## src/rtl/iop_generator.sv

```systemverilog
// ---------------------------------------------------------------------------
// iop_generator
//
// Generates the three IOP pulses (IOP1, IOP2, IOP4) of one IOT instruction.
// A sequence always walks the three slots P1/G1, P2/G2, P4/G4 in order and
// then strobes DONE. Every slot keeps its full timing even when its enable
// bit is clear, so the sequence length never changes. The device skip
// request is latched while any pulse is on the bus. The result is presented
// on skip_out during the DONE cycle.
//
// Parameters
//   PULSE_CYCLES  IOP pulse width in clocks (1..255)
//   GAP_CYCLES    dead time after each pulse slot in clocks (1..255)
//
// Ports
//   clk        single clock, rising edge
//   rst        synchronous, active-high reset
//   iot_start  request one IOT sequence (sampled only in IDLE)
//   mb_iop     MB bits 9..11: [0]=IOP1, [1]=IOP2, [2]=IOP4 enable
//   skip_in    device skip request from the I/O bus
//   io_stall   (IOP_STALL_EN only) holds the gap counter while in a Gn state
//   iop1/2/4   registered IOP pulses to the bus drivers
//   busy       high while a sequence is in progress (P1..DONE)
//   done       one-clock end-of-sequence strobe
//   skip_out   latched skip result, valid only during done
//
// Configuration macro
//   IOP_STALL_EN  when defined, adds the io_stall port and lets it stretch
//                 the gap slots; when undefined, gap timing is fixed.
// ---------------------------------------------------------------------------
module iop_generator #(
  parameter int PULSE_CYCLES = 4,
  parameter int GAP_CYCLES   = 2
) (
  input  logic       clk,
  input  logic       rst,
  input  logic       iot_start,
  input  logic [2:0] mb_iop,
  input  logic       skip_in,
`ifdef IOP_STALL_EN
  input  logic       io_stall,
`endif
  output logic       iop1,
  output logic       iop2,
  output logic       iop4,
  output logic       busy,
  output logic       done,
  output logic       skip_out
);

  typedef enum logic [2:0] {
    IDLE = 3'd0,
    P1   = 3'd1,
    G1   = 3'd2,
    P2   = 3'd3,
    G2   = 3'd4,
    P4   = 3'd5,
    G4   = 3'd6,
    DONE = 3'd7
  } state_t;

  // The counter holds "clocks remaining minus one" in the current state, so a
  // state is left when the counter reads zero. That makes the reload value
  // width-1 and keeps the counter from ever having to go below zero.
  localparam logic [7:0] PULSE_LOAD = 8'(PULSE_CYCLES - 1);
  localparam logic [7:0] GAP_LOAD   = 8'(GAP_CYCLES - 1);

  state_t     state;
  logic [7:0] cnt;
  logic [2:0] en;
  logic       skip_lat;

  logic       cnt_zero;
  logic       skip_hit;
  logic       gap_hold;

  assign cnt_zero = (cnt == 8'd0);

  // A skip request only counts while a pulse is actually being driven, so it
  // is qualified with the registered pulse outputs of the current cycle.
  assign skip_hit = skip_in & (iop1 | iop2 | iop4);

`ifdef IOP_STALL_EN
  assign gap_hold = io_stall;
`else
  assign gap_hold = 1'b0;
`endif

  // Single FSM register block. All outputs are registered and are written
  // together with the state they belong to, so each pulse lines up exactly
  // with its Pn state and done/skip_out line up with DONE. done and skip_out
  // default low every clock and are raised only on the transition into DONE.
  always_ff @(posedge clk) begin
    if (rst) begin
      state    <= IDLE;
      cnt      <= 8'd0;
      en       <= 3'b000;
      skip_lat <= 1'b0;
      iop1     <= 1'b0;
      iop2     <= 1'b0;
      iop4     <= 1'b0;
      busy     <= 1'b0;
      done     <= 1'b0;
      skip_out <= 1'b0;
    end else begin
      done     <= 1'b0;
      skip_out <= 1'b0;

      // The latch is only ever set during a sequence. It is cleared on the
      // start edge, where no pulse can be active.
      if (skip_hit) begin
        skip_lat <= 1'b1;
      end

      case (state)
        IDLE: begin
          if (iot_start) begin
            state    <= P1;
            cnt      <= PULSE_LOAD;
            en       <= mb_iop;
            skip_lat <= 1'b0;
            iop1     <= mb_iop[0];
            busy     <= 1'b1;
          end
        end

        P1: begin
          if (cnt_zero) begin
            state <= G1;
            cnt   <= GAP_LOAD;
            iop1  <= 1'b0;
          end else begin
            cnt <= cnt - 8'd1;
          end
        end

        G1: begin
          if (!gap_hold) begin
            if (cnt_zero) begin
              state <= P2;
              cnt   <= PULSE_LOAD;
              iop2  <= en[1];
            end else begin
              cnt <= cnt - 8'd1;
            end
          end
        end

        P2: begin
          if (cnt_zero) begin
            state <= G2;
            cnt   <= GAP_LOAD;
            iop2  <= 1'b0;
          end else begin
            cnt <= cnt - 8'd1;
          end
        end

        G2: begin
          if (!gap_hold) begin
            if (cnt_zero) begin
              state <= P4;
              cnt   <= PULSE_LOAD;
              iop4  <= en[2];
            end else begin
              cnt <= cnt - 8'd1;
            end
          end
        end

        P4: begin
          if (cnt_zero) begin
            state <= G4;
            cnt   <= GAP_LOAD;
            iop4  <= 1'b0;
          end else begin
            cnt <= cnt - 8'd1;
          end
        end

        // No pulse is active in G4, so the latch is already final here and
        // can be presented directly on the DONE cycle.
        G4: begin
          if (!gap_hold) begin
            if (cnt_zero) begin
              state    <= DONE;
              cnt      <= 8'd0;
              done     <= 1'b1;
              skip_out <= skip_lat;
            end else begin
              cnt <= cnt - 8'd1;
            end
          end
        end

        // DONE always lasts one clock. A start request seen here is dropped;
        // a new sequence has to be requested from IDLE.
        DONE: begin
          state <= IDLE;
          cnt   <= 8'd0;
          busy  <= 1'b0;
        end

        default: begin
          state <= IDLE;
          cnt   <= 8'd0;
          iop1  <= 1'b0;
          iop2  <= 1'b0;
          iop4  <= 1'b0;
          busy  <= 1'b0;
        end
      endcase
    end
  end

endmodule

```

## config.mk

```make
export PLATFORM = sky130hd
export DESIGN_NAME = iop_generator
export DESIGN_NICKNAME = d
export VERILOG_FILES = /design/src/rtl/iop_generator.sv
export SDC_FILE = /design/constraint.sdc
export NUM_CORES = 1
export LEC_CHECK = 0
export ABC_AREA = 1
export CAP_MARGIN = 20
export CORE_MARGIN = 2
export CORE_UTILIZATION = 58
export DETAILED_ROUTE_END_ITERATION = 10
export HOLD_SLACK_MARGIN = 0.05
export PLACE_DENSITY = 0.79
export REMOVE_ABC_BUFFERS = 1
export SYNTH_ARGS = -nofsm -noshare
export SYNTH_HDL_FRONTEND = slang
export SYNTH_SLANG_ARGS = --single-unit
```

## constraint.sdc

```tcl
create_clock -name clk -period 3.2 [get_ports clk]
set_input_delay 0.64 -clock clk [delete_from_list [all_inputs] [get_ports clk]]
set_output_delay 0.64 -clock clk [all_outputs]
set_load 0.03 [all_outputs]
```

# ---- Yosys cells after proc, flatten, opt, wreduce, memory -nomap -nowiden
# Index checks and enable logic that the tools add are counted.
dict set report word_totals {
  reg_bits 21
  in_bits 7
  output_inout_bits 6
  wordCells 72
}
dict set report classes {
  addsub 1
  n_eq_ne 14
  muxes 26
  bitwise 5
  reduce_logical 16
}
# cell n
set ops {}
lappend ops {{one-hot mux 8 bit (5 select lines)} 1}
lappend ops {{2-to-1 mux 8 bit} 4}
lappend ops {{one-hot mux 3 bit (8 select lines)} 1}
lappend ops {{2-to-1 mux 3 bit} 7}
lappend ops {{inequality test 2 bit (second input constant)} 7}
lappend ops {{equality test 3 bit (second input constant)} 4}
lappend ops {{2-to-1 mux 1 bit} 9}
lappend ops {{AND reduction 3 bit} 3}
lappend ops {{zero test 8 bit} 1}
lappend ops {{one-hot mux 1 bit (2 select lines)} 4}
lappend ops {{nonzero test 2 bit} 4}
lappend ops {{subtractor 8 x 1 -> 8 bit (second input constant)} 1}
lappend ops {{AND reduction 7 bit} 1}
lappend ops {{equality test 3 x 2 -> 1 bit (second input constant)} 2}
lappend ops {{OR reduction 3 bit} 2}
lappend ops {{AND reduction 2 bit} 2}
lappend ops {{OR reduction 2 bit} 2}
lappend ops {{equality test 3 x 1 -> 1 bit (second input constant)} 1}
lappend ops {{zero test 3 bit} 1}
lappend ops {{inverter 1 bit} 2}
lappend ops {{OR 1 bit} 2}
lappend ops {{bitwise AND 1 bit} 1}

# ---- Logic depth before layout (Yosys ltp)
# Gate-level depths: netlist of run 1.
dict set report depth {
  depth_word 6
  depth_mapped 10
}

# ---- Least setup slack after synthesis of run 1
# OpenSTA, ideal clock, no wires.
dict set report synth_path {
  kind {register to register}
  from {register state[0]}
  to {register state[2]}
  setup_ns 0.113
  arrival_ns 1.225
  slack_ns 1.863
  path_stages_with_launch 9
  path_buffers 0
  path_cell_list {dfxtp_1 -> inv_1 -> ha_1 -> nand2_1 -> nand2_1 -> nor3b_1 -> nand3_1 -> nand2_1 -> nor2_1}
}
dict set report synth_between {
  elab_chain_cells 3
}
# item line
set synth_rtl {}
lappend synth_rtl {{from (decl)} 68} ;# state_t state;
lappend synth_rtl {{from (signal assigned)} 95} ;# state <= IDLE;
lappend synth_rtl {{from (signal assigned)} 118} ;# state <= P1;
lappend synth_rtl {{from (signal assigned)} 129} ;# state <= G1;
lappend synth_rtl {{equality test 3 bit (tied with other cells)} 115} ;# case (state)
lappend synth_rtl {{inequality test 2 bit (no line)} -}
lappend synth_rtl {{AND reduction 7 bit (no line)} -}
# Several ways; a longest one is shown, not always the timed one.
# A chain may end at the register's enable or synchronous reset.

# ---- Worst setup path after layout of run 1
dict set report layout_path {
  from {register iop4}
  to {output port iop4}
}
# item line
set layout_rtl {}
lappend layout_rtl {{from (decl)} 45} ;# output logic iop4,
lappend layout_rtl {{from (signal assigned)} 164} ;# iop4 <= en[2];
# No word-level cell between the ends.

==> qor.yml, run 1 <==
status:
  status: "finished, final reports clean"
routing:
  routed-wl-met3_um: 119
  antenna_left: 0
  routed_wl_um: 2249
  wl_per_cell_um: 11.47
  top_layer: "met4"
  vias_per_cell: 5.230
  route.met2.wl_um: 1070
  dr.pass1.iters: 4
  vias: 1025
  m1WireLength_um: 1022
  route.detailed.drc: 0
  dr.first_iter.drc_count: 13
cts:
  insertion_delay_ns: 0.31
  cts_tree: "yes"
  htreeDepth: 1
  clockBufferDepth: 2
  path_clk_slew_ns: 0.12
  hold_buffers: 0
  post_cts_buffers: 0
  cts_root_buf: "clkbuf_4"
  cts_buffers: 3
  cts.repair.resized: 0
  numClockSinks: 20
yosys:
  ys_types: 27
  synth_area_per_cell_um2: 7.220
  synthTopCellsByArea: "dfxtp_1 (35%), nand2_1 (11%), nor2_1 (6.3%), inv_1 (6.0%), ha_1 (5.5%)"
  ys_warn_count: 0
  yosys.area.top_type: "dfxtp_1"
  netlist.area_leader.share: 0.3532
  seq_area_frac_synth: 0.3532
  netlist_instances: 157
  syn-cell-area_um2: 1134
  synth_seq_cells: 20
floorplanning:
  chipWidth_um: 48.21
  die_h_um: 48.21
  core_um2: 1783
  initial_core_util: 0.6358
  num_rows: 15
  io_pins: 13
  die_area_um2: 2324
critical_path:
  path_buf_inv: 1
  crit_slowest_cell: "clkdlybuf4s50_1"
  path_cells: "clkdlybuf4s50_1"
  r2r_end: "state[2]"
  rrSetupSlack_ns: 1.63
  cpPeakStageDelay_ns: 0.68
  cp_top_family: "buffers and inverters"
  crit_path_end_kind: "primary output"
  required_ns: 2.56
  worst_setup_path_start_kind: "register"
  ff2ff_path_depth: 8
  worstPathMaxFanout: 3
  cp_data_arrival_time_ns: 1.35
  critPathKind: "register to primary output"
  r2r_start: "state[0]"
sta:
  drv_slew: 0
  fin_crit_ns: 1.992
  post-route-period-util: 0.6226
  worst_slack_ns: 1.208
  fin_tns_setup_ns: 0
  skew_ns: 0.006202
  rsz0062_at_grt: "no"
  worstMarginPinSlew_ns: 0.3649
  slew_headroom: 0.7564
  fmax_mhz: 501.9
  hold_slack_ns: 0.4541
  hold_viol: 0
  finalSetupViolations: 0
min_path:
  hp-class: "register to register"
  hold_depth: 2
  min_from: "en[2]"
  hold_end: "en[2]"
place:
  dp_hpwl_um: 1746
  post-place-ws_ns: 1.262
  portBuffers: 12
  placed_cell_area_um2: 1262
  placed_cells: 192
  place_congestion: 0.8888
global_route:
  grt_max_degree: 13
  antenna_found_initial: 0
  grt_pass1_wl_um: 3864
  grt_pass1_vias: 936
  grtUsageTotal: 0.2388
  overflow: 0
cells_and_area:
  area_growth_pct: 16.00
  drive_above_1_share: 0.1404
  final_area_um2: 1315
  seq_area_um2: 400.4
  fill_cells: 139
  final_cells: 196
  multi_input_area_um2: 625.6
  final_cell_mix: "nand2_1 (32), dfxtp_1 (20), nor2_1 (19), inv_1 (18), clkdlybuf4s50_1 (12)"
  n_antenna_cell: 0
  nets: 184
  final_common_cell: "nand2_1"
power:
  p_leak_nw: 0.6040
  peakVddDrop_uv: 933.2
  power.density_nw_per_um2: 1194
job:
  maxCapViolCount: 0
-- synth_stat cells --
master,count
a21oi_1,11
a21oi_2,2
and2_0,1
and2_1,1
buf_6,2
clkinv_1,1
dfxtp_1,20
ha_1,5
inv_1,18
inv_2,2
inv_4,1
nand2_1,32
nand2_2,4
nand3_1,7
nand3_2,3
nand3_4,1
nand3b_1,2
nor2_1,19
nor2_2,5
nor3_1,4
nor3_2,1
nor3b_1,1
o21ai_0,6
o21ai_2,1
o22ai_1,1
or3_1,1
xor2_1,5
-- registers in the layout, summed over array words and instances, names as in the netlist --
name	flops
iop1	1
en	2
skip_out	1
done	1
cnt	8
state	3
skip_lat	1
busy	1
iop2	1
iop4	1
-- layer usage --
layer  vias to the layer above  track usage
met5                         -            0
met4                         0      0.09730
met3                         6      0.03333
met2                        27       0.4132
met1                       462       0.2950
li1                        530            -
-- worst reg2reg max path, delay by kind of cell (launching register included) --
kind	cells	cell delay, ns
adders and majority gates	1	0.29
buffers and inverters	1	0.09
DFF	1	0.38
and+or+nand+nor	6	0.72
-- layout make-up --
class,count,share of cell area
clock buffers,3,0.01713
flip-flops and latches,20,0.3045
clock inverters,1,0.02284
repair buffers,12,0.09134
multi-input cells,113,0.4757
inverters,22,0.06470
well taps,25,0.02379
-- report_power, final --
| group | leakage [nW] | switching (mW) | internal, mW |
|---|---|---|---|
| combinational | 0.412 | 0.598 | 0.346 |
| clock | 0.0279 | 0.0816 | 0.127 |
| sequential | 0.164 | 0.0754 | 0.342 |
-- worst max path at each step --
stage	start	depth (start not counted)	slack, ns	end
2_1_floorplan	iot_start	6	1.83	cnt[6]
5_1_grt	iop4	1	1.14	iop4
3_5_place_dp	iot_start	7	1.26	cnt[6]
4_1_cts	iop4	1	1.19	iop4
3_3_place_gp	iot_start	7	1.31	cnt[6]
6_report	iop4	1	1.21	iop4
-- stage by stage --
step                        util  total power [mW]
after floorplan                -             1.154
after global placement    0.7081             1.328
after detailed placement  0.7081             1.351
after CTS                 0.7375             1.577
after global routing      0.7375             1.726
final                     0.7375             1.570
-- kinds of logic (layout without fill, tap and decap cells) --
logic type | after synthesis | after routing | share of synthesized area
and+or+nand+nor | 82 | 82 | 0.3543
AOI/OAI and AO/OA | 21 | 21 | 0.1038
adders and majority gates | 5 | 5 | 0.05519
xor gates and xnor gates | 5 | 5 | 0.03863
DFF | 20 | 20 | 0.3532
buffers and inverters | 24 | 38 | 0.09492
Power figures use the tool's default switching activity.
==> inputs of run 2 (changes only) <==
Settings changed: CORE_UTILIZATION 58 to 54, PLACE_DENSITY 0.79 to 0.74.
Clock period 3.2 ns to 2.06 ns, I/O delays scaled along.
==> run 2 against run 1 <==
Hold slack better by 0.019 ns. Routed wire length increased by 4.0%. Sequential share of layout area grew 0.15 points. Non-clock buffer count grew 1. Largest cell class unchanged.
==> qor.yml, run 2 (synthesis gave the netlist of run 1 again) <==
global_route:
  grt_max_degree: 13  # unchanged
  grtUsageTotal: 0.2112  # was 0.2388
  antenna_found_initial: 0  # unchanged
  grt_pass1_wl_um: 4036  # was 3864 um
  grt_pass1_vias: 975  # was 936
  overflow: 0  # unchanged
sta:
  fin_tns_setup_ns: 0  # unchanged
  post-route-period-util: 0.8649
  fin_crit_ns: 1.782
  skew_ns: 0.003798  # was 0.006202 ns
  slew_headroom: 0.7418  # was 0.7564
  hold_viol: 0  # unchanged
  fmax_mhz: 561.3
  worstMarginPinSlew_ns: 0.3868  # was 0.3649 ns
  rsz0062_at_grt: "no"  # unchanged
  finalSetupViolations: 0  # unchanged
  drv_slew: 0  # unchanged
cells_and_area:
  largest_register_ffs: 8  # unchanged
  nets: 185  # was 184
  n_antenna_cell: 0  # unchanged
  reg.largest.list: "cnt (8), state (3), en (2)"  # unchanged
  final_cell_mix: "nand2_1 (32), dfxtp_1 (20), nor2_1 (19), inv_1 (18), clkdlybuf4s50_1 (12)"  # unchanged
  regMostFlops: "cnt"  # unchanged
  fill_cells: 198  # was 139
  final_common_cell: "nand2_1"  # unchanged
  final_util: 0.6671  # was 0.7375
  drive_above_1_share: 0.1453  # was 0.1404
  area_growth_pct: 15.45  # was 16.00%
critical_path:
  cp_data_arrival_time_ns: 1.37  # was 1.35 ns
  critPathCapture: "iop2"  # was iop4
  worst_setup_path_start_kind: "register"  # unchanged
  cpPeakStageDelay_ns: 0.68  # about the same
  cp_top_family: "buffers and inverters"  # unchanged
  path_cells: "clkdlybuf4s50_1"  # unchanged
  r2r_end: "state[2]"  # unchanged
  ff2ff_path_depth: 8  # unchanged
  worstPathMaxFanout: 3  # unchanged
  startpoint: "iop2"  # was iop4
  crit_cells: 1  # unchanged
  path_buf_inv: 1  # unchanged
  crit_path_end_kind: "primary output"  # unchanged
  rrSetupSlack_ns: 0.49  # was 1.63 ns
  critPathKind: "register to primary output"  # unchanged
  crit_slowest_cell: "clkdlybuf4s50_1"  # unchanged
  r2r_start: "state[1]"  # was state[0]
  required_ns: 1.65  # was 2.56 ns
power:
  peakVddDrop_uv: 1071  # was 933.2 uV
  internal-power_mw: 1.177  # was 0.8150 mW
  p_leak_nw: 0.6019  # was 0.6040 nW
  p_switching_mw: 1.159  # was 0.7553 mW
  power.density_nw_per_um2: 1785  # was 1194 nW/um^2
  clkPwrFrac: 0.099  # was 0.133
  switching_share: 0.4961  # was 0.4810
  pwr-share-seq: 0.278  # was 0.266
  power_frac_comb: 0.623  # was 0.601
routing:
  wl_per_cell_um: 11.75  # was 11.47 um
  vias_per_cell: 5.266  # was 5.230
  route.met2.wl_um: 1119  # was 1070 um
  dr.pass1.iters: 4  # unchanged
  route.detailed.drc: 0  # unchanged
  routed_wl_um: 2338  # was 2249 um
  m1WireLength_um: 1037  # was 1022 um
  antenna_left: 0  # unchanged
  vias: 1048  # was 1025
  top_layer: "met4"  # unchanged
  dr.first_iter.drc_count: 21  # was 13
  routed-wl-met3_um: 139  # was 119 um
job:
  maxCapViolCount: 0  # unchanged
floorplanning:
  initial_core_util: 0.5778  # was 0.6358
  core_um2: 1962  # was 1783 um^2
  chipWidth_um: 49.82  # was 48.21 um
  io_pins: 13  # unchanged
  die_h_um: 49.82  # was 48.21 um
  die_area_um2: 2482  # was 2324 um^2
  num_rows: 16  # was 15
status:
  status: "finished, final reports clean"  # unchanged
place:
  dp_hpwl_um: 1878  # was 1746 um
  portBuffers: 12  # unchanged
  place_congestion: 0.8589  # was 0.8888
min_path:
  min_from: "busy"  # was en[2]
  hp-class: "register to register"  # unchanged
  hold_depth: 2  # unchanged
cts:
  hold_buffers: 0  # unchanged
  numClockSinks: 20  # unchanged
  cts_root_buf: "clkbuf_4"  # unchanged
  path_clk_slew_ns: 0.11  # was 0.12 ns
  htreeDepth: 1  # unchanged
  cts_buffers: 3  # unchanged
  cts_tree: "yes"  # unchanged
  insertion_delay_ns: 0.30  # was 0.31 ns
  cts.repair.resized: 0  # unchanged
  clockBufferDepth: 2  # unchanged
  post_cts_buffers: 0  # unchanged
run 2: worst min-delay path by stage:
| stage | endpoint | slack [ns] |
|---|---|---|
| final | busy | 0.47 |
| after global routing | en[1] | 0.50 |
| after CTS | en[2] | 0.47 |
| after detailed placement | en[2] | 0.46 |
| after global placement | en[2] | 0.44 |
| after floorplan | en[2] | 0.42 |
run 2: layout make-up:
cell class                 count  area, um^2  share of cell area
tap                           27       33.78             0.02581
timing repair buffer          13       127.6             0.09751
multi-input combinational    113       625.6              0.4780
inverter                      22       85.08             0.06501
sequential                    20       400.4              0.3059
clock buffer                   4       36.28             0.02772
run 2: per-layer routing:
metal / vias up / global-route usage
met1: 481 / 0.2609
met5: - / 0
met2: 32 / 0.3578
met4: 0 / 0.08796
li1: 529 / -
met3: 6 / 0.03939
run 2: through the flow:
| stage | cells | power, mW | instance area (um^2) | hold slack (ns) | setup WS (ns) |
|---|---|---|---|---|---|
| 6_report | 199 | 2.337 | 1309 | 0.4730 | 0.2783 |
| 5_1_grt | 199 | 2.572 | 1309 | 0.4967 | 0.2323 |
| 4_1_cts | 199 | 2.338 | 1309 | 0.4746 | 0.2738 |
| 3_5_place_dp | 195 | 2.106 | 1272 | 0.4559 | 0.3271 |
| 3_3_place_gp | 195 | 2.067 | 1272 | 0.4371 | 0.3983 |
| 2_1_floorplan | 155 | 1.792 | 1111 | 0.4240 | 0.7066 |
run 2: power by group through the flow:
stage	clock network, mW	registers (mW)	logic, mW
floorplan	0	0.678	1.11
global placement	0	0.651	1.42
detailed placement	0	0.659	1.45
CTS	0.235	0.650	1.45
global route	0.248	0.669	1.66
finish	0.231	0.651	1.46
==> inputs of run 3 (changes only) <==
Settings changed: ABC_CLOCK_PERIOD_IN_PS set to 2060.
==> results of run 3 <==
The final DEF is identical to that of run 2; final timing and power are the same.
